`src/rtl/gpu_sched_pkg.sv`:
```
// Shared encodings for the warp scheduler: thread states, top FSM states and
// completion kinds, plus small helpers used by the scheduler and its interface.
package gpu_sched_pkg;

  typedef enum logic [1:0] {
    T_IDLE   = 2'd0,
    T_READY  = 2'd1,
    T_WAIT   = 2'd2,
    T_HALTED = 2'd3
  } thread_state_e;

  typedef enum logic [1:0] {
    S_IDLE = 2'd0,
    S_RUN  = 2'd1,
    S_DONE = 2'd2
  } sched_state_e;

  typedef enum logic [1:0] {
    DK_NEXT   = 2'd0,
    DK_BRANCH = 2'd1,
    DK_HALT   = 2'd2,
    DK_RSVD   = 2'd3
  } done_kind_e;

  // Thread-id width; a single-thread build would still need one bit.
  function automatic int tid_width(input int n);
    return (n > 1) ? $clog2(n) : 1;
  endfunction

  function automatic logic is_live(input thread_state_e s);
    return (s == T_READY) || (s == T_WAIT);
  endfunction

endpackage

```
`src/rtl/warp_scheduler_if.sv`:
```
// Launch, issue-handshake, completion and status bundle of the warp scheduler.
// The scheduler uses the master view; the host/fetch side uses the slave view.
interface warp_scheduler_if #(
  parameter int NUM_THREADS = 4,
  parameter int PC_WIDTH    = 8
) ();
  import gpu_sched_pkg::*;

  localparam int TID_W = tid_width(NUM_THREADS);

  logic                   start;
  logic [NUM_THREADS-1:0] thread_mask;

  logic                   issue_valid;
  logic                   issue_ready;
  logic [TID_W-1:0]       issue_tid;
  logic [PC_WIDTH-1:0]    issue_pc;

  logic                   done_valid;
  logic [TID_W-1:0]       done_tid;
  logic [1:0]             done_kind;
  logic [PC_WIDTH-1:0]    done_target;

  logic [NUM_THREADS-1:0] active_mask;
  logic                   busy;
  logic                   halt;

  modport master (
    input  start, thread_mask, issue_ready,
    input  done_valid, done_tid, done_kind, done_target,
    output issue_valid, issue_tid, issue_pc,
    output active_mask, busy, halt
  );

  modport slave (
    output start, thread_mask, issue_ready,
    output done_valid, done_tid, done_kind, done_target,
    input  issue_valid, issue_tid, issue_pc,
    input  active_mask, busy, halt
  );

endinterface

```
`src/rtl/rr_arbiter.sv`:
```
// Combinational round-robin picker: first set request at or after ptr_i,
// wrapping modulo NUM_REQ.
module rr_arbiter #(
  parameter int NUM_REQ = 4,
  parameter int IDX_W   = gpu_sched_pkg::tid_width(NUM_REQ)
) (
  input  logic [NUM_REQ-1:0] req_i,
  input  logic [IDX_W-1:0]   ptr_i,
  output logic [IDX_W-1:0]   grant_o,
  output logic               grant_valid_o
);

  logic [IDX_W-1:0] idx;

  always_comb begin
    grant_o       = '0;
    grant_valid_o = 1'b0;
    idx           = '0;
    for (int i = 0; i < NUM_REQ; i++) begin
      idx = IDX_W'((int'(ptr_i) + i) % NUM_REQ);
      if (!grant_valid_o && req_i[idx]) begin
        grant_valid_o = 1'b1;
        grant_o       = idx;
      end
    end
  end

endmodule

```
`src/rtl/warp_scheduler.sv`:
```
// Multi-thread instruction-fetch scheduler: launches a set of threads, offers
// READY threads round-robin on a registered valid/ready port, and tracks completions.
module warp_scheduler
  import gpu_sched_pkg::*;
#(
  parameter int                  NUM_THREADS = 4,
  parameter int                  PC_WIDTH    = 8,
  parameter logic [PC_WIDTH-1:0] START_PC    = '0
) (
  input logic              clk,
  input logic              reset,
  warp_scheduler_if.master sched_if
);

  localparam int TID_W = tid_width(NUM_THREADS);

  typedef logic [TID_W-1:0]    tid_t;
  typedef logic [PC_WIDTH-1:0] pc_t;

  sched_state_e  fsm_q, fsm_d;
  thread_state_e thr_q [NUM_THREADS];
  thread_state_e thr_d [NUM_THREADS];
  pc_t           pc_q  [NUM_THREADS];
  pc_t           pc_d  [NUM_THREADS];
  tid_t          rr_ptr_q, rr_ptr_d;
  logic          issue_valid_q, issue_valid_d;
  tid_t          issue_tid_q, issue_tid_d;
  pc_t           issue_pc_q, issue_pc_d;

  logic [NUM_THREADS-1:0] ready_vec;
  logic [NUM_THREADS-1:0] active_vec;
  tid_t                   grant_tid;
  logic                   grant_valid;
  tid_t                   done_tid;
  logic                   done_accept;
  logic                   offer_slot_free;
  logic                   any_live;

  assign done_tid = sched_if.done_tid;

  always_comb begin
    ready_vec  = '0;
    active_vec = '0;
    for (int i = 0; i < NUM_THREADS; i++) begin
      ready_vec[i]  = (thr_q[i] == T_READY);
      active_vec[i] = is_live(thr_q[i]);
    end
  end

  // Only registered READY state feeds the arbiter, so a thread completed this
  // cycle cannot be offered until the following edge.
  rr_arbiter #(
    .NUM_REQ (NUM_THREADS),
    .IDX_W   (TID_W)
  ) u_rr_arbiter (
    .req_i         (ready_vec),
    .ptr_i         (rr_ptr_q),
    .grant_o       (grant_tid),
    .grant_valid_o (grant_valid)
  );

  // A completion for the thread still sitting in the offer register is stale.
  assign done_accept = sched_if.done_valid
                    && (thr_q[done_tid] == T_WAIT)
                    && !(issue_valid_q && (issue_tid_q == done_tid));

  assign offer_slot_free = !issue_valid_q || sched_if.issue_ready;

  always_comb begin
    fsm_d         = fsm_q;
    thr_d         = thr_q;
    pc_d          = pc_q;
    rr_ptr_d      = rr_ptr_q;
    issue_valid_d = issue_valid_q;
    issue_tid_d   = issue_tid_q;
    issue_pc_d    = issue_pc_q;
    any_live      = 1'b0;

    case (fsm_q)
      S_IDLE, S_DONE: begin
        if (sched_if.start) begin
          for (int i = 0; i < NUM_THREADS; i++) begin
            thr_d[i] = sched_if.thread_mask[i] ? T_READY : T_IDLE;
            pc_d[i]  = START_PC;
          end
          rr_ptr_d = '0;
          fsm_d    = (sched_if.thread_mask == '0) ? S_DONE : S_RUN;
        end
      end

      S_RUN: begin
        if (done_accept) begin
          case (done_kind_e'(sched_if.done_kind))
            DK_BRANCH: begin
              pc_d[done_tid]  = sched_if.done_target;
              thr_d[done_tid] = T_READY;
            end
            DK_HALT: thr_d[done_tid] = T_HALTED;
            default: begin
              pc_d[done_tid]  = pc_q[done_tid] + pc_t'(1);
              thr_d[done_tid] = T_READY;
            end
          endcase
        end

        if (offer_slot_free) begin
          issue_valid_d = grant_valid;
          if (grant_valid) begin
            issue_tid_d      = grant_tid;
            issue_pc_d       = pc_q[grant_tid];
            thr_d[grant_tid] = T_WAIT;
            rr_ptr_d = (grant_tid == tid_t'(NUM_THREADS - 1)) ? '0 : grant_tid + tid_t'(1);
          end
        end

        any_live = issue_valid_d;
        for (int i = 0; i < NUM_THREADS; i++) begin
          if (is_live(thr_d[i])) any_live = 1'b1;
        end
        if (!any_live) fsm_d = S_DONE;
      end

      default: fsm_d = S_IDLE;
    endcase
  end

  always_ff @(posedge clk or negedge reset) begin
    if (!reset) begin
      fsm_q         <= S_IDLE;
      rr_ptr_q      <= '0;
      issue_valid_q <= 1'b0;
      issue_tid_q   <= '0;
      issue_pc_q    <= '0;
      for (int i = 0; i < NUM_THREADS; i++) begin
        thr_q[i] <= T_IDLE;
        pc_q[i]  <= '0;
      end
    end else begin
      fsm_q         <= fsm_d;
      rr_ptr_q      <= rr_ptr_d;
      issue_valid_q <= issue_valid_d;
      issue_tid_q   <= issue_tid_d;
      issue_pc_q    <= issue_pc_d;
      thr_q         <= thr_d;
      pc_q          <= pc_d;
    end
  end

  assign sched_if.issue_valid = issue_valid_q;
  assign sched_if.issue_tid   = issue_tid_q;
  assign sched_if.issue_pc    = issue_pc_q;
  assign sched_if.active_mask = active_vec;
  assign sched_if.busy        = (fsm_q == S_RUN);
  assign sched_if.halt        = (fsm_q == S_DONE);

endmodule

```
`src/flat_wrapper.sv`:
```
// flat-port wrapper written by rule: the top's interface ports become plain ports
module warp_scheduler_flat import gpu_sched_pkg::*;
#(
  parameter int                  NUM_THREADS = 4,
  parameter int                  PC_WIDTH    = 8,
  parameter logic [PC_WIDTH-1:0] START_PC    = '0
)
  (clk, reset, sched_if_start, sched_if_thread_mask, sched_if_issue_ready, sched_if_done_valid, sched_if_done_tid, sched_if_done_kind, sched_if_done_target, sched_if_issue_valid, sched_if_issue_tid, sched_if_issue_pc, sched_if_active_mask, sched_if_busy, sched_if_halt);
  warp_scheduler_if #(.NUM_THREADS(NUM_THREADS), .PC_WIDTH(PC_WIDTH)) sched_if_i ();
  input logic clk;
  input logic reset;
  input wire logic [$bits(sched_if_i.start)-1:0] sched_if_start;
  input wire logic [$bits(sched_if_i.thread_mask)-1:0] sched_if_thread_mask;
  input wire logic [$bits(sched_if_i.issue_ready)-1:0] sched_if_issue_ready;
  input wire logic [$bits(sched_if_i.done_valid)-1:0] sched_if_done_valid;
  input wire logic [$bits(sched_if_i.done_tid)-1:0] sched_if_done_tid;
  input wire logic [$bits(sched_if_i.done_kind)-1:0] sched_if_done_kind;
  input wire logic [$bits(sched_if_i.done_target)-1:0] sched_if_done_target;
  output wire logic [$bits(sched_if_i.issue_valid)-1:0] sched_if_issue_valid;
  output wire logic [$bits(sched_if_i.issue_tid)-1:0] sched_if_issue_tid;
  output wire logic [$bits(sched_if_i.issue_pc)-1:0] sched_if_issue_pc;
  output wire logic [$bits(sched_if_i.active_mask)-1:0] sched_if_active_mask;
  output wire logic [$bits(sched_if_i.busy)-1:0] sched_if_busy;
  output wire logic [$bits(sched_if_i.halt)-1:0] sched_if_halt;
  assign sched_if_i.start = sched_if_start;
  assign sched_if_i.thread_mask = sched_if_thread_mask;
  assign sched_if_i.issue_ready = sched_if_issue_ready;
  assign sched_if_i.done_valid = sched_if_done_valid;
  assign sched_if_i.done_tid = sched_if_done_tid;
  assign sched_if_i.done_kind = sched_if_done_kind;
  assign sched_if_i.done_target = sched_if_done_target;
  assign sched_if_issue_valid = sched_if_i.issue_valid;
  assign sched_if_issue_tid = sched_if_i.issue_tid;
  assign sched_if_issue_pc = sched_if_i.issue_pc;
  assign sched_if_active_mask = sched_if_i.active_mask;
  assign sched_if_busy = sched_if_i.busy;
  assign sched_if_halt = sched_if_i.halt;
  warp_scheduler #(.NUM_THREADS(NUM_THREADS), .PC_WIDTH(PC_WIDTH), .START_PC(START_PC)) u_core (.clk(clk), .reset(reset), .sched_if(sched_if_i));
endmodule
```
`config.mk`:
```
export PLATFORM = sky130hd
export DESIGN_NAME = warp_scheduler_flat
export DESIGN_NICKNAME = d
export VERILOG_FILES = /design/src/rtl/gpu_sched_pkg.sv /design/src/rtl/warp_scheduler_if.sv /design/src/rtl/rr_arbiter.sv /design/src/rtl/warp_scheduler.sv /design/src/flat_wrapper.sv
export SDC_FILE = /design/constraint.sdc
export NUM_CORES = 1
export LEC_CHECK = 0
export CAP_MARGIN = 20
export CORE_MARGIN = 2
export CORE_UTILIZATION = 45
export DETAILED_ROUTE_END_ITERATION = 8
export GPL_ROUTABILITY_DRIVEN = 0
export GPL_TIMING_DRIVEN = 0
export PLACE_DENSITY_LB_ADDON = 0.08
export SLEW_MARGIN = 20
export SYNTH_ARGS = -nofsm -noshare
export SYNTH_HDL_FRONTEND = slang
export SYNTH_SLANG_ARGS = --single-unit
```
`constraint.sdc`:
```
create_clock -name clk -period 3.8 [get_ports clk]
set_input_delay 0.76 -clock clk [delete_from_list [all_inputs] [get_ports clk]]
set_output_delay 0.76 -clock clk [all_outputs]
set_load 0.05 [all_outputs]
```
Word-level counts from Yosys, hierarchy flattened:

Cells that the tools add are included.

* flip-flop bits (word level): 55
* word-level logic and storage cells: 159

* $add $sub $neg: 5
* order comparisons: 8
* eq/ne operators: 29
* multiplexer cells: 64
* bitwise logic cells: 9
* reductions and logical operators: 31

Operators by type and width (count)
* case mux 32 bit (2 select lines): 2
* two-way mux 8 bit: 12
* bitwise mux 32 bit: 2
* two-way mux 32 bit: 2
* binary-select mux 8 bit (select 2 bit): 2
* two-way mux 2 bit: 15
* == test 2 bit, second input constant: 12
* == test 2 x 1 -> 1 bit, second input constant: 10
* two-way mux 1 bit: 18
* demux 8 bit (select 2 bit): 1
* case mux 8 bit (2 select lines): 1
* less-than comparator 2 x 3 -> 1 bit, second input constant: 4
* logical OR 1 bit: 9
* adder 8 x 1 -> 8 bit, second input constant: 1
* AND 4 bit: 2
* binary-select mux 1 bit (select 2 bit): 4
* demux 2 bit (select 2 bit): 2
* logical AND 1 bit: 8
* NOT 4 bit: 2
* OR 4 bit: 2
* OR 8 bit: 1
* case mux 2 bit (2 select lines): 2
* AND reduction 4 bit: 2
* >= comparator 3 bit, second input constant: 2
* other kinds (15): 28

Logic depth before layout (Yosys ltp):

Gate-level depths: netlist (run 1).

* depth in word-level cells: 32
* mapped depth: 12
* mapped depth without buffers: 11

Modules after synthesis:

From an unflattened synthesis (run 1), not the netlist that was laid out.

* cell total of the unflattened synthesis: 308
* area, all modules: 3420.8 um^2

By module, submodules not included
* warp_scheduler: times used 1, cells each 293, area each 3343.2 um^2
* rr_arbiter: times used 1, cells each 15, area each 77.6 um^2

Least setup slack after synthesis (run 1):

No wires, ideal clock.

* kind: flip-flop to flip-flop
* from: register u_core.thr_q[5] in the netlist's numbering
* to: register u_core.thr_q[0] in the netlist's numbering
* arrival time: 2.536 ns
* required time: 3.674 ns
* setup slack: 1.138 ns
* stages on the path, launching flop included: 12
* cells stage by stage: dfrtp_1 > inv_1 > ha_1 > nand2b_1 > mux4_2 > a2111oi_2 > a211o_2 > buf_6 > ha_1 > and3_1 > nor2_1 > a311o_1

* word-level cells in the longest chain between the ends: 24

RTL lines
* from (decl): line warp_scheduler.sv:21 `thread_state_e thr_q [NUM_THREADS];`
* from (signal assigned): line warp_scheduler.sv:144 `thr_q <= thr_d;`
* == test 2 x 1 -> 1 bit (*): line warp_scheduler.sv:45 `ready_vec[i] = (thr_q[i] == T_READY);`
* binary-select mux 1 bit (select 2 bit): line rr_arbiter.sv:21 `if (!grant_valid_o && req_i[idx]) begin`
* two-way mux 1 bit (not written as such): line rr_arbiter.sv:21
* two-way mux 1 bit: line rr_arbiter.sv:21
* zero test 1 bit: line rr_arbiter.sv:21
* logical AND 1 bit: line rr_arbiter.sv:21
* two-way mux 1 bit: line rr_arbiter.sv:21
* zero test 1 bit: line rr_arbiter.sv:21
* [... 5 more ...]
* named net u_core.grant_tid[1]: line warp_scheduler.sv:32 `tid_t grant_tid;`
* [... 3 more ...]
* two-way mux 2 bit (not written as such): line warp_scheduler.sv:111 `thr_d[grant_tid] = T_WAIT;`
* demux 2 bit (select 2 bit) (*): line warp_scheduler.sv:111
* NOT 4 bit (no line) (*)
* AND 4 bit (no line) (*)
* two-way mux 8 bit (*): line warp_scheduler.sv:108 `if (grant_valid) begin`
* two-way mux 8 bit (*): line warp_scheduler.sv:106 `if (offer_slot_free) begin`
* two-way mux 8 bit (*): line warp_scheduler.sv:79 `case (fsm_q)`
* case mux 8 bit (2 select lines) (*): line warp_scheduler.sv:79

The timed path passes the listed nets; every way through them passes the cells marked *. The select of a mux whose other input is x is not followed.
A chain may end at the register's enable or synchronous reset.

Worst setup path in the final report (run 1):

* from: register u_core.fsm_q[1]
* to: output port sched_if_busy

* word-level cells in the longest chain between the ends: 1

RTL lines
* from (decl): line warp_scheduler.sv:20 `sched_state_e fsm_q, fsm_d;`
* from (signal assigned): line warp_scheduler.sv:139 `fsm_q <= fsm_d;`
* == test 2 x 1 -> 1 bit: line warp_scheduler.sv:153 `assign sched_if.busy = (fsm_q == S_RUN);`
* to (decl): line flat_wrapper.sv:23 `output wire logic [$bits(sched_if_i.busy)-1:0] sched_if_busy;`

No other way between the ends.

==> impl_metrics.env, run 1 <==
export IMPL_dp_cells=481
export IMPL_synth_cell_type_count=56
export IMPL_period_needed_ps=3210
export IMPL_fin_nets=418
export IMPL_worst_slack_ps=593
export IMPL_cts_tree="yes"
export IMPL_clock_fmax_mhz=312
export IMPL_synth_xor_area_share_pct=2.67
export IMPL_cts_root_buf="clkbuf_8"
export IMPL_synth_seq_cells=55
export IMPL_slew_limit_headroom_pct=52.2
export IMPL_avgSynthCellArea_um2=10.5
export IMPL_synth_mux_area_share_pct=14.1
export IMPL_synth_compound_area_share_pct=20.8
export IMPL_vias=2955
export IMPL_finClkSkew_ps=16.6
export IMPL_final_setup_tns_ps=0
export IMPL_rsz0062_at_grt="false"
export IMPL_period_share_pct=84.4
export IMPL_worstPathRequired_ps=3040
export IMPL_clk_path_buf_depth=2
export IMPL_grt_max_degree=56
export IMPL_peakVddDrop_v=0.000426
export IMPL_die_area_um2=8760
export IMPL_synth_net_count=376
export IMPL_clock_sinks=55
export IMPL_core_um2=7770
export IMPL_startpoint="u_core.fsm_q[1]$_DFFE_PN0P_"
export IMPL_via_per_inst=6.04
export IMPL_final_layout_size_suffix_gt1_share_pct=12.7
export IMPL_p_leak_uw=0.00179
export IMPL_insertion_delay_ps=330
export IMPL_postRouteAntennaNets=0
export IMPL_ys_seq_area_share_pct=38.1
export IMPL_dr_wl_met3_um=490
export IMPL_wirelength_um=9650
export IMPL_n_antenna_cell=0
export IMPL_status="completed"
export IMPL_setup_viol=0
export IMPL_area_growth_pct=15.9
export IMPL_synth_simple_area_share_pct=15.7
export IMPL_rows=32
export IMPL_first_pass_iters=5
export IMPL_r2r_start="u_core.thr_q[5]$_DFFE_PN0P_"
export IMPL_tightest_slew_ps=717
export IMPL_top_layer="met4"
export IMPL_pin_count=38
export IMPL_stdcell_count=489
export IMPL_die_h_um=93.6
export IMPL_rr_worst_depth=11
export IMPL_start_util_pct=46.5
export IMPL_wl_met1_um=4550
export IMPL_async_flop_share_pct=100
export IMPL_synth_edff_count=0
export IMPL_io_buffers=35
export IMPL_cellPowerDensity_nw_per_um2=966
export IMPL_report_final_slew_viol_count=0
export IMPL_ys_flop_type="dfrtp_1"
export IMPL_antenna_found_initial=0
export IMPL_grt_pass1_vias=2930
export IMPL_synth_top_family_by_area="compound AO/OA/AOI/OAI gates"
export IMPL_hold_path_class="in2async"
export IMPL_ctsHoldBuffers=0
export IMPL_grt_usage_pct=23.7
export IMPL_cts_htree_levels=2
export IMPL_cp_start_kind="flip-flop"
export IMPL_synthAdderAreaFrac_pct=3.81
export IMPL_drt_iter0_drc=229
export IMPL_fill_cells=746
export IMPL_cap_violations=0
export IMPL_netlist_area_um2=3610
export IMPL_grt_pass1_wl_um=15800
export IMPL_synthCells=344
export IMPL_fin_util_pct=53.9
export IMPL_cp_end_kind="output pin"
export IMPL_hold_violations=0
export IMPL_cts_buffers=5
export IMPL_crit_arrival_ps=2450
export IMPL_cts_setup_buffers=0
export IMPL_dpl_hpwl_um=7090
export IMPL_final_common_cell="dfrtp_1"
export IMPL_die_x_um=93.6
export IMPL_clkTransAtPathRegs_ps=120
export IMPL_critPathKind="reg2out"
export IMPL_drcViolationCount=0
export IMPL_final_cell_mix="dfrtp_1, clkdlybuf4s50_1, nand2_1"
export IMPL_crit_fanout=10
export IMPL_dp_slack_ps=820
export IMPL_ys_warnings_count=0
export IMPL_cts_repair_resized=0
export IMPL_routed_wl_met2_um=4520
export IMPL_drt_wirelength_per_cell_um=19.7
export IMPL_grt_overflow=0
-- sequential cells by signal (all words and copies together) (netlist names) --
register	count
u_core.fsm_q	2
u_core.pc_q	32
u_core.sched_if.issue_tid	2
u_core.sched_if.issue_pc	8
u_core.sched_if.issue_valid	1
u_core.thr_q	8
u_core.rr_ptr_q	2
-- layer usage --
| metal | track usage [%] | vias up |
|---|---|---|
| li1 | - | 1376 |
| met1 | 34.7 | 1495 |
| met2 | 37.0 | 77 |
| met3 | 4.43 | 7 |
| met4 | 4.95 | 0 |
| met5 | 0 | - |
-- synth_stat cells, types with 7 or more instances --
library cell / count / area [um^2]
dfrtp_1: 55 / 1380
nor2_1: 14 / 52.6
o21ai_2: 7 / 61.3
inv_1: 16 / 60.1
nor2b_1: 12 / 75.1
o2bb2ai_1: 7 / 61.3
a22o_1: 19 / 166
nand2_1: 28 / 105
nand3_1: 11 / 55.1
mux4_2: 11 / 248
xnor2_1: 7 / 61.3
a32o_1: 8 / 80.1
nand2b_1: 12 / 75.1
a21oi_1: 7 / 35.0
mux2i_1: 19 / 190
ha_1: 11 / 138
buf_2: 7 / 35.0
and2_1: 8 / 50.1
-- cell type report --
cell class              instances  area [um^2]  area share [%]
multi-input cells             255         2060            49.3
flip-flops and latches         55         1380            32.9
repair buffers                 35          348            8.31
well taps                     102          128            3.05
plain buffers                  16          106            2.54
clock buffers                   5         68.8            1.64
inverters                      18         67.6            1.61
clock inverters                 3         28.8           0.687
-- worst paths after layout --
kind | to | slack (ps)
min in group clk | u_core.sched_if.issue_pc[6]$_DFFE_PN0P_ | 490
min | u_core.pc_q[19]$_DFFE_PN0P_ | 480
min reg2reg | u_core.sched_if.issue_pc[6]$_DFFE_PN0P_ | 490
max reg2reg | u_core.thr_q[0]$_DFFE_PN0P_ | 800
max | sched_if_busy | 590
max in group asynchronous | u_core.sched_if.issue_pc[1]$_DFFE_PN0P_ | 2840
-- critical path, stage by stage, from the launching register on --
cell and delay (ps):
dfrtp_1 400, nand2b_1 140, clkbuf_1 200, inv_1 100, clkbuf_1 390, clkdlybuf4s50_1 900
-- stage by stage --
stage / instance area [um^2] / total power [uW] / hold WS, ps
final: 4190 / 4040 / 480
after global routing: 4190 / 4330 / 522
after CTS: 4190 / 4050 / 500
after detailed placement: 4090 / 3680 / 472
after global placement: 4090 / 3650 / 466
after floorplan: 3610 / 2990 / 464
-- logic make-up after synthesis --
group | after synthesis
AO/OA/AOI/OAI | 90
XOR/XNOR | 11
AND/OR/NAND/NOR | 108
multiplexers | 35
adder cells (fa/ha/maj) | 11
flip-flops | 55
buffers and inverters | 34
-- report_power, final --
part / leakage, uW / switching, uW / total [uW] / internal (uW)
clock network: 0.0000502 / 218 / 355 / 137
registers: 0.000703 / 200 / 1020 / 825
logic: 0.00104 / 1540 / 2660 / 1120
total: 0.00179 / 1960 / 4040 / 2080
No activity file was read; power rests on OpenSTA's default activity.
==> run 2, diff against run 1 <==
clock period = 3.17 ns   (was 3.8 ns; I/O delays follow)
==> impl_metrics.env, run 2 (same netlist as run 1, synthesis figures left out) <==
export IMPL_crit_arrival_ps=3140
export IMPL_final_cell_mix="dfrtp_1, clkdlybuf4s50_1, nand2_1"
export IMPL_cts_root_buf="clkbuf_8"
export IMPL_grt_max_degree=56
export IMPL_report_final_slew_viol_count=0
export IMPL_start_util_pct=46.5
export IMPL_dp_slack_ps=197
export IMPL_insertion_delay_ps=330
export IMPL_fill_cells=746
export IMPL_cts_htree_levels=2
export IMPL_critPathKind="reg2reg"
export IMPL_worst_slack_ps=240
export IMPL_rows=32
export IMPL_postRouteAntennaNets=0
export IMPL_worstPathCellList="inv_1 -> ha_2 -> nand2b_1 -> mux4_2 -> a2111oi_2 -> a211o_2 -> buf_6 -> ha_1 -> and3_1 -> nor2_1 -> a311o_1"
export IMPL_finClkSkew_ps=16.7
export IMPL_clock_sinks=55
export IMPL_die_h_um=93.6
export IMPL_slowest_delay_ps=530
export IMPL_tightest_slew_ps=706
export IMPL_cellPowerDensity_nw_per_um2=1150
export IMPL_cp_start_kind="flip-flop"
export IMPL_crit_fanout=10
export IMPL_ctsHoldBuffers=0
export IMPL_io_buffers=35
export IMPL_drt_wirelength_per_cell_um=19.6
export IMPL_stdcell_count=490
export IMPL_pin_count=38
export IMPL_grt_pass1_vias=2930
export IMPL_p_leak_uw=0.00179
export IMPL_hold_path_class="in2async"
export IMPL_cp_end_kind="flip-flop"
export IMPL_clock_fmax_mhz=341
export IMPL_grt_pass1_wl_um=15800
export IMPL_first_pass_iters=4
export IMPL_core_um2=7770
export IMPL_via_per_inst=6.05
export IMPL_period_share_pct=92.4
export IMPL_peakVddDrop_v=0.000510
export IMPL_cts_tree="yes"
export IMPL_die_area_um2=8760
export IMPL_cpMaxStageDelayCell="mux4_2"
export IMPL_wirelength_um=9590
export IMPL_clk_path_buf_depth=2
export IMPL_cap_violations=0
export IMPL_grt_usage_pct=23.7
export IMPL_worstPathRequired_ps=3380
export IMPL_grt_overflow=0
export IMPL_status="completed"
export IMPL_hold_violations=0
export IMPL_slew_limit_headroom_pct=52.8
export IMPL_period_needed_ps=2930
export IMPL_antenna_found_initial=0
export IMPL_largest_reg_flops=32
export IMPL_die_x_um=93.6
export IMPL_dpl_hpwl_um=7090
export IMPL_top_register="u_core.pc_q"
export IMPL_final_common_cell="dfrtp_1"
export IMPL_area_growth_pct=16.3
export IMPL_vias=2966
export IMPL_setup_viol=0
export IMPL_fin_nets=419
export IMPL_dp_cells=481
export IMPL_rsz0062_at_grt="false"
export IMPL_final_layout_size_suffix_gt1_share_pct=13.7
export IMPL_drt_iter0_drc=201
export IMPL_cts_buffers=5
export IMPL_drcViolationCount=0
export IMPL_n_antenna_cell=0
export IMPL_clkTransAtPathRegs_ps=120
run 2: changes by cell type in the layout (fill, tap and decap cells not counted):
cell,previous run,this run
dfrtp_2,0,1
clkdlybuf4s50_1,34,33
ha_2,0,2
dlymetal6s2s_1,0,1
ha_1,11,9
dfrtp_1,55,54
buf_4,1,2
run 2: layout make-up:
type | count | area [um^2] | share of cell area (%)
multi-input cells | 255 | 2070 | 49.2
clock buffers | 5 | 68.8 | 1.64
clock inverters | 3 | 28.8 | 0.685
inverters | 18 | 67.6 | 1.61
flip-flops and latches | 55 | 1380 | 32.8
well taps | 102 | 128 | 3.04
repair buffers | 36 | 358 | 8.51
plain buffers | 16 | 106 | 2.53
run 2: critical path, delay by kind of cell, from the launching register on:
kind | cells | cell delay, ps
AND/OR/NAND/NOR | 3 | 310
buffers and inverters | 2 | 300
multiplexers | 1 | 530
AO/OA/AOI/OAI | 3 | 740
adder cells (fa/ha/maj) | 2 | 480
flip-flops | 1 | 450
run 2: power breakdown:
group / leakage (uW) / internal (uW) / switching [uW] / total (uW)
Combinational: 0.00104 / 1350 / 1850 / 3200
Sequential: 0.000702 / 990 / 238 / 1230
Clock: 0.0000502 / 164 / 257 / 422
Total: 0.00179 / 2500 / 2350 / 4850
run 2: layer usage:
metal  wire length [um]  track usage, %
met5                  0               0
met3                622            4.43
met2               4500            37.0
met1               4370            34.7
met4                 97            4.95
run 2: repair_timing:
item | in CTS | in global routing
resized for setup | 0 | 4
endpoints found under the setup margin | 0 | 3
setup buffers | 0 | 1
run 2: metrics by stage:
stage / cell area, um^2 / power, uW / utilization (%) / setup TNS [ps] / hold WS (ps)
after global placement: 4090 / 4380 / 52.7 / -18990 / 466
after floorplan: 3610 / 3580 / - / 0 / 338
after CTS: 4190 / 4850 / 53.9 / 0 / 387
final: 4200 / 4850 / 54.1 / 0 / 353
after detailed placement: 4090 / 4410 / 52.6 / 0 / 472
after global routing: 4200 / 5200 / 54.1 / 0 / 410
run 2: path summary, 6_finish.rpt:
path,end,depth (start not counted),slack (ps),startpoint
setup / recovery,u_core.thr_q[0]$_DFFE_PN0P_,11,240,u_core.thr_q[5]$_DFFE_PN0P_
hold / removal,u_core.pc_q[19]$_DFFE_PN0P_,1,350,reset
setup reg to reg,u_core.thr_q[0]$_DFFE_PN0P_,11,240,u_core.thr_q[5]$_DFFE_PN0P_
hold reg to reg,u_core.sched_if.issue_pc[6]$_DFFE_PN0P_,2,490,u_core.sched_if.issue_pc[6]$_DFFE_PN0P_
max in group asynchronous,u_core.thr_q[3]$_DFFE_PN0P_,1,2300,reset
min in group clk,u_core.sched_if.issue_pc[6]$_DFFE_PN0P_,2,490,u_core.sched_if.issue_pc[6]$_DFFE_PN0P_
==> run 3, diff against run 2 <==
GPL_TIMING_DRIVEN = not set   (was 0)
==> impl_metrics.env, run 3 (same netlist as run 1, synthesis figures left out) <==
export IMPL_cp_start_kind="flip-flop"
export IMPL_area_growth_pct=18.7
export IMPL_final_layout_size_suffix_gt1_share_pct=15.6
export IMPL_first_pass_iters=5
export IMPL_drt_iter0_drc=162
export IMPL_largest_reg_flops=32
export IMPL_clock_fmax_mhz=355
export IMPL_final_common_cell="dfrtp_1"
export IMPL_cpMaxStageDelayCell="mux4_2"
export IMPL_critPathKind="reg2reg"
export IMPL_grt_usage_pct=23.1
export IMPL_fin_util_pct=55.2
export IMPL_hold_path_class="in2async"
export IMPL_slowest_delay_ps=520
export IMPL_dpl_hpwl_um=7240
export IMPL_report_final_slew_viol_count=0
export IMPL_worstPathCellList="inv_1 -> ha_1 -> nand2b_1 -> mux4_2 -> a2111oi_2 -> a211o_2 -> buf_4 -> mux2_1 -> o21ai_1"
export IMPL_p_leak_uw=0.00186
export IMPL_drcViolationCount=0
export IMPL_die_h_um=93.6
export IMPL_fin_nets=428
export IMPL_final_cell_mix="dfrtp_1, clkdlybuf4s50_1, nand2_1"
export IMPL_crit_fanout=14
export IMPL_startpoint="u_core.thr_q[3]$_DFFE_PN0P_"
export IMPL_core_um2=7770
export IMPL_cts_repair_resized=0
export IMPL_ctsHoldBuffers=0
export IMPL_clk_path_buf_depth=2
export IMPL_r2r_start="u_core.thr_q[3]$_DFFE_PN0P_"
export IMPL_setup_viol=0
export IMPL_wirelength_um=9490
export IMPL_start_util_pct=46.5
export IMPL_period_needed_ps=2810
export IMPL_die_area_um2=8760
export IMPL_rsz0062_at_grt="false"
export IMPL_via_per_inst=6.04
export IMPL_clock_sinks=55
export IMPL_pin_count=38
export IMPL_period_share_pct=88.8
export IMPL_cts_setup_buffers=0
export IMPL_cts_tree="yes"
export IMPL_peakVddDrop_v=0.000547
export IMPL_cts_buffers=5
export IMPL_slew_limit_headroom_pct=58.2
export IMPL_io_buffers=37
export IMPL_die_x_um=93.6
export IMPL_drt_wirelength_per_cell_um=19.0
export IMPL_worstPathRequired_ps=3440
export IMPL_antenna_found_initial=0
export IMPL_top_register="u_core.pc_q"
export IMPL_cellPowerDensity_nw_per_um2=1130
export IMPL_fill_cells=720
export IMPL_crit_arrival_ps=3080
export IMPL_cap_violations=0
export IMPL_grt_overflow=0
export IMPL_grt_max_degree=30
export IMPL_cp_end_kind="flip-flop"
export IMPL_finalPower_uw=4850
export IMPL_grt_pass1_wl_um=15600
export IMPL_hold_worst_slack_ps=159
export IMPL_insertion_delay_ps=330
export IMPL_tightest_slew_ps=625
export IMPL_n_antenna_cell=0
export IMPL_final_setup_tns_ps=0
export IMPL_cts_htree_levels=2
export IMPL_cts_root_buf="clkbuf_8"
export IMPL_rows=32
export IMPL_grt_pass1_vias=2870
export IMPL_vias=3016
export IMPL_clkTransAtPathRegs_ps=120
export IMPL_postRouteAntennaNets=0
export IMPL_status="completed"
export IMPL_hold_violations=0
export IMPL_finClkSkew_ps=15.9
run 3: cell count changes in the layout (fill, tap and decap cells not counted), sizes merged:
cell,previous run,this run
buf,13,25
clkbuf,10,5
clkdlybuf4s50,33,36
clkinv,2,0
clkinvlp,0,1
dlymetal6s2s,1,0
inv,19,20
run 3: path summary, 6_finish.rpt:
check,endpoint,slack [ps],depth (start not counted)
hold / removal,u_core.sched_if.issue_pc[3]$_DFFE_PN0P_,160,1
min in group clk,u_core.sched_if.issue_pc[6]$_DFFE_PN0P_,490,2
setup / recovery,u_core.sched_if.issue_pc[7]$_DFFE_PN0P_,360,9
max in group asynchronous,u_core.pc_q[11]$_DFFE_PN0P_,2330,2
hold reg to reg,u_core.sched_if.issue_pc[6]$_DFFE_PN0P_,490,2
setup reg to reg,u_core.sched_if.issue_pc[7]$_DFFE_PN0P_,360,9
run 3: metal layers:
| metal | vias to the layer above | track usage [%] | routed length (um) |
|---|---|---|---|
| li1 | 1393 | - | - |
| met1 | 1520 | 34.9 | 4450 |
| met2 | 95 | 35.4 | 4430 |
| met3 | 8 | 2.82 | 517 |
| met4 | 0 | 5.43 | 95 |
| met5 | - | 0 | 0 |
run 3: report_power, final:
part	internal (uW)	switching (uW)	total (uW)
combinational	1360	1780	3140
sequential	987	282	1270
clock	165	269	433
total	2510	2330	4850
run 3: cell type report:
cell class / count / area (um^2) / share of cell area (%)
clock inverters: 3 / 27.5 / 0.642
well taps: 102 / 128 / 2.98
flip-flops and latches: 55 / 1380 / 32.1
multi-input cells: 255 / 2060 / 48.1
clock buffers: 5 / 68.8 / 1.60
inverters: 18 / 67.6 / 1.58
repair buffers: 61 / 558 / 13.0
run 3: through the flow:
| step | cell area, um^2 | worst slack, ps | instances |
|---|---|---|---|
| after floorplan | 3610 | 508 | 344 |
| after global placement | 4190 | 191 | 491 |
| after detailed placement | 4190 | 204 | 491 |
| after CTS | 4290 | 358 | 499 |
| after global routing | 4290 | 90.1 | 499 |
| final | 4290 | 356 | 499 |
run 3: critical path: cells and delay by family (launching register included):
family / cells / cell delay (ps)
AND/OR/NAND/NOR: 1 / 180
adder cells (fa/ha/maj): 1 / 250
multiplexers: 2 / 910
buffers and inverters: 2 / 320
flip-flops: 1 / 450
AO/OA/AOI/OAI: 3 / 640
